--- src/rtl/latch_rd_pkg.sv ---
// -----------------------------------------------------------------------------
// latch_rd_pkg
// Shared types and helpers for the latch snapshot reader.
//   state_e   : reader FSM states
//   cnt_width : width of a counter that must hold the values 0..n
// -----------------------------------------------------------------------------
package latch_rd_pkg;

  typedef enum logic [2:0] {
    IDLE,
    FREEZE,
    SAMPLE1,
    SAMPLE2,
    PRESENT
  } state_e;

  function automatic int cnt_width(input int n);
    return $clog2(n + 1);
  endfunction

endpackage

--- src/rtl/latch_settle_timer.sv ---
// -----------------------------------------------------------------------------
// latch_settle_timer
// Down-counter that measures the dwell with the latch bank frozen.
// Ports:
//   clk     : system clock
//   rst     : synchronous, active-high reset (counter cleared)
//   load_i  : reload the counter with SETTLE
//   count_i : decrement while high; holds at zero, never wraps
//   done_o  : high in the last cycle of the dwell
// -----------------------------------------------------------------------------
module latch_settle_timer
  import latch_rd_pkg::*;
#(
  parameter int SETTLE = 2
) (
  input  logic clk,
  input  logic rst,
  input  logic load_i,
  input  logic count_i,
  output logic done_o
);

  localparam int CNT_W = cnt_width(SETTLE);

  logic [CNT_W-1:0] cnt_q, cnt_d;

  // NOTE: every variable assigned in always_comb gets a default first, so no
  // path leaves it unassigned and no latch is inferred.
  always_comb begin
    cnt_d = cnt_q;
    if (load_i) begin
      cnt_d = CNT_W'(SETTLE);
    end else if (count_i && (cnt_q != '0)) begin
      cnt_d = cnt_q - CNT_W'(1);
    end
  end

  always_ff @(posedge clk) begin
    if (rst) begin
      cnt_q <= '0;
    end else begin
      cnt_q <= cnt_d;
    end
  end

  // Loaded with SETTLE on entry, so reaching 1 marks the SETTLE-th cycle.
  assign done_o = (cnt_q == CNT_W'(1));

endmodule

--- src/rtl/latch_snapshot_reader.sv ---
// -----------------------------------------------------------------------------
// latch_snapshot_reader
// Freezes a bank of transparent D latches, waits SETTLE cycles, samples the
// bank twice and presents the agreed value on a valid/ready port. After
// MAX_RETRY disagreeing sample pairs the last sample is presented with rd_err.
// Ports:
//   clk       : system clock, rising edge
//   rst       : synchronous, active-high reset; aborts any read in progress
//   latch_q   : latch bank outputs (WIDTH)
//   rd_req    : read request, only honoured in IDLE
//   out_ready : consumer accepts rd_data while rd_valid is high
//   latch_en  : registered latch enable, 1 = transparent, 0 = frozen
//   rd_data   : registered snapshot (WIDTH), held after the handshake
//   rd_valid  : rd_data valid
//   rd_err    : rd_data is not a confirmed stable sample
//   busy      : high whenever the FSM is not in IDLE
// -----------------------------------------------------------------------------
module latch_snapshot_reader
  import latch_rd_pkg::*;
#(
  parameter int WIDTH     = 8,
  parameter int SETTLE    = 2,
  parameter int MAX_RETRY = 3
) (
  input  logic             clk,
  input  logic             rst,
  input  logic [WIDTH-1:0] latch_q,
  input  logic             rd_req,
  input  logic             out_ready,
  output logic             latch_en,
  output logic [WIDTH-1:0] rd_data,
  output logic             rd_valid,
  output logic             rd_err,
  output logic             busy
);

  localparam int RETRY_W = cnt_width(MAX_RETRY);

  state_e             state_q;
  logic               latch_en_q;
  logic               rd_valid_q;
  logic               rd_err_q;
  logic [WIDTH-1:0]   rd_data_q;
  logic [WIDTH-1:0]   s1_q;
  logic [RETRY_W-1:0] retry_q;

  logic settle_done;
  logic samples_match;
  logic last_try;
  logic timer_load;
  logic timer_count;

  assign samples_match = (latch_q == s1_q);
  // This pair is the final attempt when retry count + 1 == MAX_RETRY.
  assign last_try      = (retry_q == RETRY_W'(MAX_RETRY - 1));

  // The dwell restarts on a fresh request and on every retry.
  assign timer_load  = ((state_q == IDLE) && rd_req) ||
                       ((state_q == SAMPLE2) && !samples_match && !last_try);
  assign timer_count = (state_q == FREEZE);

  latch_settle_timer #(
    .SETTLE (SETTLE)
  ) u_settle_timer (
    .clk     (clk),
    .rst     (rst),
    .load_i  (timer_load),
    .count_i (timer_count),
    .done_o  (settle_done)
  );

  // NOTE: s1_q has no reset; it is always written in SAMPLE1 before SAMPLE2
  // reads it, so resetting it would only add reset fan-out.
  always_ff @(posedge clk) begin
    if (state_q == SAMPLE1) begin
      s1_q <= latch_q;
    end
  end

  // NOTE: sequential state uses non-blocking assignments so every register
  // sees the pre-edge values of the others, independent of statement order.
  always_ff @(posedge clk) begin
    if (rst) begin
      state_q    <= IDLE;
      latch_en_q <= 1'b1;
      rd_valid_q <= 1'b0;
      rd_err_q   <= 1'b0;
      rd_data_q  <= '0;
      retry_q    <= '0;
    end else begin
      case (state_q)
        IDLE: begin
          if (rd_req) begin
            state_q    <= FREEZE;
            latch_en_q <= 1'b0;
            retry_q    <= '0;
          end
        end
        FREEZE: begin
          if (settle_done) begin
            state_q <= SAMPLE1;
          end
        end
        SAMPLE1: begin
          state_q <= SAMPLE2;
        end
        SAMPLE2: begin
          if (samples_match) begin
            rd_data_q  <= s1_q;
            rd_err_q   <= 1'b0;
            rd_valid_q <= 1'b1;
            latch_en_q <= 1'b1;
            state_q    <= PRESENT;
          end else if (last_try) begin
            // Out of retries: hand over the most recent sample, flagged.
            rd_data_q  <= latch_q;
            rd_err_q   <= 1'b1;
            rd_valid_q <= 1'b1;
            latch_en_q <= 1'b1;
            state_q    <= PRESENT;
          end else begin
            retry_q <= retry_q + RETRY_W'(1);
            state_q <= FREEZE;
          end
        end
        PRESENT: begin
          if (out_ready) begin
            rd_valid_q <= 1'b0;
            rd_err_q   <= 1'b0;
            state_q    <= IDLE;
          end
        end
        default: begin
          state_q    <= IDLE;
          latch_en_q <= 1'b1;
          rd_valid_q <= 1'b0;
          rd_err_q   <= 1'b0;
        end
      endcase
    end
  end

  assign latch_en = latch_en_q;
  assign rd_data  = rd_data_q;
  assign rd_valid = rd_valid_q;
  assign rd_err   = rd_err_q;
  assign busy     = (state_q != IDLE);

endmodule

--- config.mk ---
export PLATFORM = sky130hd
export DESIGN_NAME = latch_snapshot_reader
export DESIGN_NICKNAME = d
export VERILOG_FILES = /design/src/rtl/latch_rd_pkg.sv /design/src/rtl/latch_settle_timer.sv /design/src/rtl/latch_snapshot_reader.sv
export SDC_FILE = /design/constraint.sdc
export NUM_CORES = 1
export LEC_CHECK = 0
export CORE_UTILIZATION = 50
export DETAILED_ROUTE_END_ITERATION = 6
export DONT_BUFFER_PORTS = 1
export PLACE_DENSITY = 0.76
export SLEW_MARGIN = 20
export SYNTH_ARGS = -nofsm -noshare
export SYNTH_HDL_FRONTEND = slang
export SYNTH_SLANG_ARGS = --single-unit
--- constraint.sdc ---
create_clock -name clk -period 3.55 [get_ports clk]
set_input_delay 0.71 -clock clk [delete_from_list [all_inputs] [get_ports clk]]
set_output_delay 0.71 -clock clk [all_outputs]
set_load 0.01 [all_outputs]
==> results by group, run 1 <==
Outcome
  – Status: finished, final reports clean

Route
  – Vias per cell: 5.51
  – Routed Antenna Nets: 0
  – Drt total wl: just under 2 mm
  – Per-cell routed wire length: 13.7 um
  – Via count: 788
  – DR pass1 iterations: 4
  – Residual DRC: 0
  – Initial DRC Count: 12

Run
  – Max-Cap Viols: 0

Clock tree
  – Post-CTS Hold Buffers: 0
  – Root Buffer: clkbuf_4
  – Num CTS Buffers: 3
  – CTS H-Tree Depth: 1
  – Clock transition at path regs: about 0.14 ns
  – Clock Path Buffers: 2
  – CTS sink count: 26
  – Worst-skew pair later-pin latency: 0.32 ns
  – Post_cts resized: 0
  – TritonCTS clock tree: built
  – Post-CTS Setup Inserts: 0

STA
  – Total Neg Setup Slack: 0 ns
  – Achievable Freq: 0.538 GHz
  – Worst Skew: about 0.012 ns
  – Crit share post-route: 52.3%
  – Max-slew violations: 0
  – Slew headroom: 54.8%
  – Min Tclk post-route: 1.86 ns
  – Final hold violations: 0
  – Actual slew at the worst max-slew pin: 0.675 ns
  – Final setup fails: 0
  – RSZ-0062 raised after global routing: false

Placement
  – # port buffers: 0
  – GPL Wtd Cong: 0.778
  – Detailed Place HPWL: roughly 1.5 mm

Logic synthesis
  – Most frequent cell after synthesis: dfxtp_1
  – Warnings, synthesis: 0
  – Ys flop type: dfxtp_1
  – Post-Syn Area: 1210 um2
  – Yosys top cell by area: dfxtp_1
  – Top cells by count, synth: dfxtp_1 (18), nand2b_1 (16)
  – Post-synth EDFFs: 8
  – Post-synth top area share: between 20% and 30%
  – Sequential-to-total area share from yosys stat: roughly 50%
  – Async SR Flop Fraction: 0%
  – Synth area leaders: dfxtp_1 (30%), edfxtp_1 (20%), nand2b_1 (8.3%)
  – Syn nets: 133
  – FF+latch count, synth: 26
  – Post-synthesis cell count: between 100 and 150
  – Post-synth cell types: 30
  – Syn_area_per_cell: 10.3 um2

Global routing
  – Number of global-route vias before repair: 776
  – Pin count of the biggest net entering global routing: 28
  – Gr ovfl total: 0
  – Initial antenna violation count: 0
  – Global-route wire length before repair: 3.37 mm
  – GRT Overall Usage: 17.4%

Floorplan
  – Die height: 51.2 um
  – Std-Cell Core Area: 2250 um2
  – Ports: 24
  – # rows: 17
  – DIE AREA: 2630 um2
  – Initial Utilization: 53.8%
  – Die width: 51.2 um

Hold path
  – Worst min-delay path class: in -> reg
  – Hold_sp: rst

Critical path
  – Crit path launch: state_q[2]
  – Crit path DAT: about 1.2 ns
  – Critical Path RT: 2.84 ns
  – Worst-path fanout max: 10
  – Critical path startpoint category: register
  – R2R Path Start: s1_q[1]
  – Crit Path Category: reg -> out
  – Crit. End Element: output pin

Power and ir drop
  – LEAKAGE: between 0.4 and 0.5 nW
  – Tot Pwr: approximately 0.00054 W
  – Peak supply drop: 0.241 mV
  – Cell Pwr Density: approximately 430 nW/um2

Final layout
  – Fraction of layout cells with a size suffix above 1: under 10%
  – Final nets: 131
  – # diodes: 0
  – Area Growth Syn to Fin: 4.44%
  – Fillcell total: between 200 and 250
-- sequential cells by signal (all words and copies together), names as in the netlist --
register / count
rd_data: 8
s1_q: 8
state_q: 3
retry_q: 2
u_settle_timer.cnt_q: 2
latch_en: 1
rd_err: 1
rd_valid: 1
-- placed cells by master, fill, tap and decap left out --
master and count:
ha_1 3, a21oi_1 6, o21ai_0 3, edfxtp_1 8
a211oi_1 1, or2_2 1, mux2i_1 8, xnor2_2 1
a2bb2oi_1 1, nand3b_1 2, nor4b_2 1, o31ai_1 2
or3_1 1, dfxtp_1 18, or2b_1 1, clkbuf_4 3
o41ai_1 1, nor3_1 4, nand2_1 5, o21a_1 1
nand2b_1 16, xnor2_1 8, o21a_2 1, or4b_1 1
bufinv_16 1, inv_1 5, nor4_1 2, nor2_1 8
nand4_1 2
-- per-layer routing --
layer	vias up	track usage, %	part of all wire (%)
met5	-	0	0
met4	0	6.76	1.1
met3	4	2.68	5.6
met2	21	27.4	48
met1	365	23.7	45
li1	398	-	-
-- final timing paths --
check                             endpoint  slack [ns]  cells after the start
worst min register to register  rd_data[1]        0.53                      2
worst max register to register  retry_q[1]        1.85                      5
worst max-delay path                  busy        1.69                      2
worst min-delay path            state_q[2]        0.44                      1
-- cell type report --
type | count | area, um2 | share of cell area (%)
clock inverter | 1 | 30.0 | 2.37
clock buffer | 3 | 22.5 | 1.78
inverter | 5 | 18.8 | 1.48
multi-input combinational | 80 | 559 | 44.2
tap | 28 | 35.0 | 2.77
sequential | 26 | 601 | 47.4
-- per-stage QoR --
step           instance area [um2]  setup WS [ns]  utilization, %  hold slack [ns]  cells
3_5_place_dp                  1210           1.55            53.8            0.505    139
3_3_place_gp                  1210           1.58            53.8            0.490    139
6_report                      1270           1.69            56.2            0.438    143
2_1_floorplan                 1210           1.70               -            0.477    118
5_1_grt                       1270           1.60            56.2            0.410    143
4_1_cts                       1270           1.69            56.2            0.425    143
-- power breakdown --
part	internal, W	switching, W	leakage [nW]
Combinational	0.0000164	0.0000131	0.176
Sequential	0.000311	0.00000570	0.218
Clock	0.000114	0.0000837	0.0279
-- logic make-up after synthesis --
family          count (synthesis)  share of synthesized area [%]
simple gates                   44                           20.9
flops                          26                           49.5
compound gates                 16                           8.36
buf+inv                        12                           4.33
xor+xnor                        9                           7.12
mux                             8                           6.61
fa+ha+maj                       3                           3.10
-- worst max-delay path: stages (launching register included) --
cell     delay (ns)
dfxtp_1        0.43
nor3_1         0.28
inv_1          0.12
No activity file was read; power rests on OpenSTA's default activity.
==> run 2: changes to the inputs <==
==> constraint.sdc (replaced) <==
create_clock -name clk -period 1.9 [get_ports clk]
set_input_delay 0.38 -clock clk [delete_from_list [all_inputs] [get_ports clk]]
set_output_delay 0.38 -clock clk [all_outputs]
set_load 0.01 [all_outputs]
==> run 2 against run 1 <==
Against the previous run: clock power up 92%; count of clock-buffer cells in the layout unchanged; wire length up 6.6%; critical path depth is 3 higher; combinational power increased by 89%; final cell count grew 2.1%; core utilization is 1.0 points higher; sequential power is 87% higher; flip-flop and latch count is the same; critical endpoint is now retry_q[1]; largest power group unchanged.
==> results by group, run 2 (same netlist as run 1, synthesis figures left out) <==
Placement
  – Detailed Place HPWL: 1.57 mm (+8.0%)
  – Placed insts: 142 (+2.2%)
  – # port buffers: 0 (unchanged)
  – GPL Wtd Cong: 0.782 (+0.54%)
  – Placed instance area: 1240 um2 (+1.9%)

Power and ir drop
  – Cell Pwr Density: 797 nW/um2 (+86%)
  – Gate power share: 5.4% (about the same)
  – Sw power: 0.000202 W (+97%)
  – LEAKAGE: 0.438 nW (+3.9%)
  – Clock power frac: 37.0% (+0.6 points)
  – Flop pwr share: 57.6% (-0.6 points)
  – Sw Share: 19.6% (+0.80 points)
  – Internal cell power: 0.000825 W (+87%)
  – Peak supply drop: 0.725 mV (+200%)
  – Tot Pwr: 0.00103 W (+89%)

Final layout
  – Area Growth Syn to Fin: 6.30%
  – Finished Cell Area: 1290 um2 (+1.8%)
  – Fraction of layout cells with a size suffix above 1: 9.32% (+2.4 points)
  – Most frequent cells in the layout: dfxtp_1 (18), nand2b_1 (16)
  – Most common cell after layout, fill and taps aside: dfxtp_1
  – # diodes: 0 (unchanged)
  – Final Non-Filler Cells: 146 (+2.1%)
  – Fillcell total: 206 (-2.8%)
  – Final nets: 134 (+2.3%)

Outcome
  – Status: finished, final reports clean

Clock tree
  – Post-CTS Setup Inserts: 0 (unchanged)
  – Num CTS Buffers: 3 (unchanged)
  – Clock transition at path regs: 0.14 ns (about the same)
  – CTS H-Tree Depth: 1 (unchanged)
  – Post-CTS Hold Buffers: 0 (unchanged)
  – Worst-skew pair later-pin latency: 0.32 ns (about the same)
  – TritonCTS clock tree: built
  – Clock Path Buffers: 2 (unchanged)
  – CTS sink count: 26 (unchanged)
  – Root Buffer: clkbuf_4
  – Post_cts resized: 0 (unchanged)

Floorplan
  – DIE AREA: 2630 um2 (unchanged)
  – # rows: 17 (unchanged)
  – Std-Cell Core Area: 2250 um2 (unchanged)
  – Die width: 51.2 um (unchanged)
  – Ports: 24 (unchanged)
  – Die height: 51.2 um (unchanged)
  – Initial Utilization: 53.8% (unchanged)

Critical path
  – R2R Path Start: s1_q[5]
  – Crit Path Category: reg -> reg
  – Crit path DAT: 1.92 ns (+0.77 ns)
  – Crit-path leading delay family: simple AND/OR/NAND/NOR gates
  – Critical path startpoint category: register
  – Worst-path fanout max: 8 (-2)
  – R2R Path End: retry_q[1]
  – Crit path buf inv count: 0 (-1)
  – Critical Path RT: 2.13 ns (-0.71 ns)
  – Crit. End Element: register
  – CP peak stage delay: 0.51 ns (+0.08 ns)
  – Slowest CP cell: or4b_1
  – CP cell instances: xnor2_1 -> nand4_1 -> o21a_2 -> or4b_1 -> o41ai_1
  – Worst-case reg-to-reg path depth: 5 (unchanged)
  – Reg2Reg Setup Slack: 0.21 ns (-1.64 ns)

STA
  – Max-slew violations: 0 (unchanged)
  – RSZ-0062 raised after global routing: false
  – Total Neg Setup Slack: 0 ns (unchanged)
  – Final setup fails: 0 (unchanged)
  – Worst Skew: 0.00279 ns (-0.00872 ns)
  – Min Tclk post-route: around 1.7 ns
  – Achievable Freq: 0.590 GHz
  – Crit share post-route: around 89%
  – Slew headroom: 75.4% (+21 points)
  – Final hold violations: 0 (unchanged)
  – Actual slew at the worst max-slew pin: 0.368 ns (-0.307 ns)

Hold path
  – Hold Path Stages: 1 (unchanged)
  – Worst hold endpoint: state_q[2]
  – Worst min-delay path class: in -> reg
  – Hold_sp: rst

Route
  – Routed Antenna Nets: 0 (unchanged)
  – Initial DRC Count: 8 (-4)
  – Residual DRC: 0 (unchanged)
  – DR pass1 iterations: 4 (unchanged)
  – Vias per cell: 5.42 (-1.7%)
  – Per-cell routed wire length: 14.3 um (+4.4%)
  – Via count: 791 (+0.38%)
  – Drt total wl: 2.09 mm (+6.6%)

Global routing
  – Initial antenna violation count: 0 (unchanged)
  – Number of global-route vias before repair: 827 (+6.6%)
  – Pin count of the biggest net entering global routing: 28 (unchanged)
  – GRT Overall Usage: 18.2% (+0.82 points)
  – Gr ovfl total: 0 (unchanged)
  – Global-route wire length before repair: 3.49 mm (+3.5%)

Run
  – Max-Cap Viols: 0 (unchanged)
run 2: cell types whose count changed in the layout (fill, tap and decap cells not counted):
cell	delta
buf_4	+3
run 2: final cells by class:
cell class	count	area, um2	share of cell area [%]
Clock buffer	3	22.5	1.75
Clock inverter	1	30.0	2.33
Inverter	5	18.8	1.46
Multi-Input combinational cell	80	559	43.4
Sequential cell	26	601	46.6
Tap cell	28	35.0	2.72
Timing Repair Buffer	3	22.5	1.75
run 2: metal layers:
layer	routed length [um]	part of all wire (%)	up-vias	GRT usage, %
met5	0	0	-	0
met3	95	4.5	2	6.85
met2	1030	49	20	33.8
li1	-	-	404	-
met4	25	1.2	0	5.41
met1	934	45	365	18.7
run 2: power groups by stage:
stage,clock [W],sequential (W),combinational (W)
finish,0.000380,0.000592,0.0000557
floorplan,0,0.000598,0.0000598
global route,0.000409,0.000594,0.0000634
global placement,0,0.000603,0.0000542
detailed placement,0,0.000604,0.0000568
CTS,0.000383,0.000592,0.0000571
run 2: worst max path at each step:
stage / slack, ns / end / start / depth (start not counted)
floorplan: 0.35 / retry_q[1] / s1_q[3] / 5
global placement: 0.28 / retry_q[1] / s1_q[5] / 5
detailed placement: 0.23 / retry_q[1] / s1_q[5] / 5
CTS: 0.19 / retry_q[1] / s1_q[5] / 5
global route: 0.10 / retry_q[1] / s1_q[5] / 5
finish: 0.21 / retry_q[1] / s1_q[5] / 5
run 2: per-stage QoR:
step / setup slack [ns] / hold slack, ns / utilization (%)
finish: 0.206 / 0.105 / 57.2
global route: 0.101 / 0.0812 / 57.2
CTS: 0.185 / 0.0998 / 57.2
detailed placement: 0.231 / 0.454 / 54.8
global placement: 0.277 / 0.452 / 54.8
floorplan: 0.354 / 0.477 / -
==> run 3: changes to the inputs <==
--- a/config.mk
+++ b/config.mk
@@ -7,9 +7,8 @@
 export LEC_CHECK = 0
 export CORE_UTILIZATION = 50
 export DETAILED_ROUTE_END_ITERATION = 6
-export DONT_BUFFER_PORTS = 1
-export PLACE_DENSITY = 0.76
-export SLEW_MARGIN = 20
+export PLACE_DENSITY = 0.89
+export SKIP_LAST_GASP = 1
 export SYNTH_ARGS = -nofsm -noshare
 export SYNTH_HDL_FRONTEND = slang
 export SYNTH_SLANG_ARGS = --single-unit
==> run 3 against run 2 <==
Against the previous run: global-route usage is 3.3 points higher; flip-flop and latch count stayed put; worst hold slack better by 0.37 ns; sequential power hardly changed; wire length is 29% higher; via count is 23% higher; critical endpoint unchanged; largest cell class unchanged; largest power group unchanged.
==> results by group, run 3 (same netlist as run 1, synthesis figures left out) <==
STA
  – Achievable Freq: 0.565 GHz (-4.3%)
  – Total Neg Setup Slack: 0 ns (unchanged)
  – Worst Skew: 0.0118 ns (+0.00904 ns)
  – Min Tclk post-route: 1.77 ns (+0.0757 ns)
  – WHS: 0.479 ns (+0.374 ns)
  – Final setup fails: 0 (unchanged)
  – Final hold violations: 0 (unchanged)
  – Slew headroom: 74.5% (-0.95 points)
  – Actual slew at the worst max-slew pin: 0.382 ns (+0.0138 ns)
  – Crit share post-route: 93.2% (+4.0 points)
  – Max-slew violations: 0 (unchanged)
  – RSZ-0062 raised after global routing: false

Critical path
  – Crit path DAT: 2.01 ns (+0.09 ns)
  – Critical path startpoint category: input pin
  – R2R Path End: retry_q[1]
  – Critical Path RT: 2.14 ns (about the same)
  – Worst-path fanout max: 4 (-4)
  – Worst-case reg-to-reg path depth: 5 (unchanged)
  – Crit Path Category: in -> reg
  – Crit. End Element: register
  – R2R Path Start: s1_q[3]
  – Reg2Reg Setup Slack: 0.23 ns (+0.02 ns)

Hold path
  – Worst hold endpoint: rd_data[6]
  – Hold Path Stages: 2 (+1)
  – Worst min-delay path class: reg -> reg
  – Hold_sp: rd_data[6]

Final layout
  – Fraction of layout cells with a size suffix above 1: 16.6% (+7.2 points)
  – Final Non-Filler Cells: 179 (+23%)
  – Area Growth Syn to Fin: 32.7%
  – Most frequent cells in the layout: clkdlybuf4s50_1 (22), nand2b_1 (16), dfxtp_1 (15)
  – Util after Layout: 71.4% (+14 points)
  – Final nets: 167 (+25%)
  – Most common cell after layout, fill and taps aside: clkdlybuf4s50_1
  – Fillcell total: 178 (-14%)
  – # diodes: 0 (unchanged)

Power and ir drop
  – LEAKAGE: 0.583 nW (+33%)
  – Sw Share: 23.0% (+3.4 points)
  – Sw power: 0.000228 W (+13%)
  – Gate power share: 11.8% (+6.4 points)
  – Cell Pwr Density: 615 nW/um2 (-23%)
  – Peak supply drop: 0.562 mV (-23%)
  – Tot Pwr: 0.000990 W (-3.6%)
  – Clock power frac: 28.7% (-8.3 points)
  – Internal cell power: 0.000762 W (-7.6%)
  – Flop pwr share: 59.4% (+1.8 points)

Clock tree
  – Clock transition at path regs: 0.15 ns (about the same)
  – Root Buffer: clkbuf_4
  – CTS H-Tree Depth: 1 (unchanged)
  – Clock Path Buffers: 2 (unchanged)
  – Num CTS Buffers: 3 (unchanged)
  – CTS sink count: 26 (unchanged)
  – Worst-skew pair later-pin latency: 0.33 ns (about the same)
  – Post-CTS Hold Buffers: 0 (unchanged)
  – TritonCTS clock tree: built

Floorplan
  – Die width: 51.2 um (unchanged)
  – Ports: 24 (unchanged)
  – Std-Cell Core Area: 2250 um2 (unchanged)
  – Initial Utilization: 53.8% (unchanged)
  – DIE AREA: 2630 um2 (unchanged)
  – # rows: 17 (unchanged)
  – Die height: 51.2 um (unchanged)

Global routing
  – GR peak layer: met2
  – Gr ovfl total: 0 (unchanged)
  – Met2 Use GR: 37.7% (+3.9 points)
  – Pin count of the biggest net entering global routing: 27 (-3.6%)
  – Initial antenna violation count: 0 (unchanged)
  – Global-route wire length before repair: 4.06 mm (+16%)
  – Number of global-route vias before repair: 887 (+7.3%)
  – GRT Overall Usage: 21.4% (+3.3 points)
  – Met1 Use GR: 26.2% (+7.5 points)
  – GR Util met3: 3.57% (-3.3 points)

Route
  – Drt total wl: 2.69 mm (+29%)
  – Per-cell routed wire length: 15.0 um (+4.9%)
  – Initial DRC Count: 25 (+17)
  – Vias per cell: 5.43 (+0.23%)
  – Via count: 972 (+23%)
  – Residual DRC: 0 (unchanged)
  – Routed Antenna Nets: 0 (unchanged)
  – DR pass1 iterations: 6 (+2)

Placement
  – GPL Wtd Cong: 0.740 (-5.4%)
  – # port buffers: 23 (+23)
  – Placed insts: 174 (+23%)
  – Detailed Place HPWL: 1.91 mm (+21%)

Run
  – Max-Cap Viols: 0 (unchanged)

Outcome
  – Status: finished, final reports clean
[run 3: cell types whose count changed in the layout (fill, tap and decap cells not counted), moves of 3 or more]
cell and delta:
buf_4 +9, clkdlybuf4s50_1 +22, dfxtp_1 -3, dfxtp_4 +3
[run 3: layout make-up]
type                       instances  area (um2)  share of cell area (%)
sequential                        26         612                    38.0
multi-input combinational         80         564                    35.1
timing repair buffer              36         343                    21.3
clock buffer                       4        36.3                    2.26
tap                               28        35.0                    2.18
inverter                           5        18.8                    1.17
[run 3: how the worst max path moves through the flow]
stage                           from         end  slack, ns  cells past startpoint
final                     latch_q[2]  retry_q[1]       0.13                      6
after global routing      latch_q[1]  retry_q[1]       0.06                      6
after CTS                 state_q[2]        busy       0.04                      3
after floorplan              s1_q[3]  retry_q[1]       0.35                      5
after detailed placement  latch_q[5]  retry_q[1]      -0.23                      6
after global placement    latch_q[3]  retry_q[1]      -0.16                      6
[run 3: layer usage]
layer | vias up | part of all wire, % | wire length, um
li1 | 474 | - | -
met1 | 452 | 41 | 1090
met2 | 38 | 53 | 1420
met3 | 8 | 4.8 | 129
met4 | 0 | 1.8 | 48
met5 | - | 0 | 0
[run 3: stage by stage]
| stage | setup WS (ns) | instance area [um2] |
|---|---|---|
| 6_report | 0.130 | 1610 |
| 5_1_grt | 0.0597 | 1610 |
| 4_1_cts | 0.0439 | 1590 |
| 3_5_place_dp | -0.231 | 1550 |
| 3_3_place_gp | -0.159 | 1550 |
| 2_1_floorplan | 0.354 | 1210 |
[run 3: worst max-delay path, stage by stage]
cell and delay, ns:
clkdlybuf4s50_1 0.51, xnor2_1 0.13, nand4_1 0.15, o21a_2 0.26, or4b_1 0.50, o41ai_1 0.08
[run 3: power groups by stage]
stage               registers (W)  logic [W]  clock network [W]
floorplan                0.000598  0.0000598                  0
global placement         0.000601   0.000110                  0
detailed placement       0.000603   0.000115                  0
CTS                      0.000591   0.000116           0.000291
global route             0.000590   0.000128           0.000316
finish                   0.000589   0.000117           0.000284
[run 3: timing repair]
action / 4_1_cts / 5_1_grt
endpoints found under the setup margin: 1 / 1
gates resized for setup: 4 / 4
pin swaps: 0 / 0
buffers inserted: 0 / 1
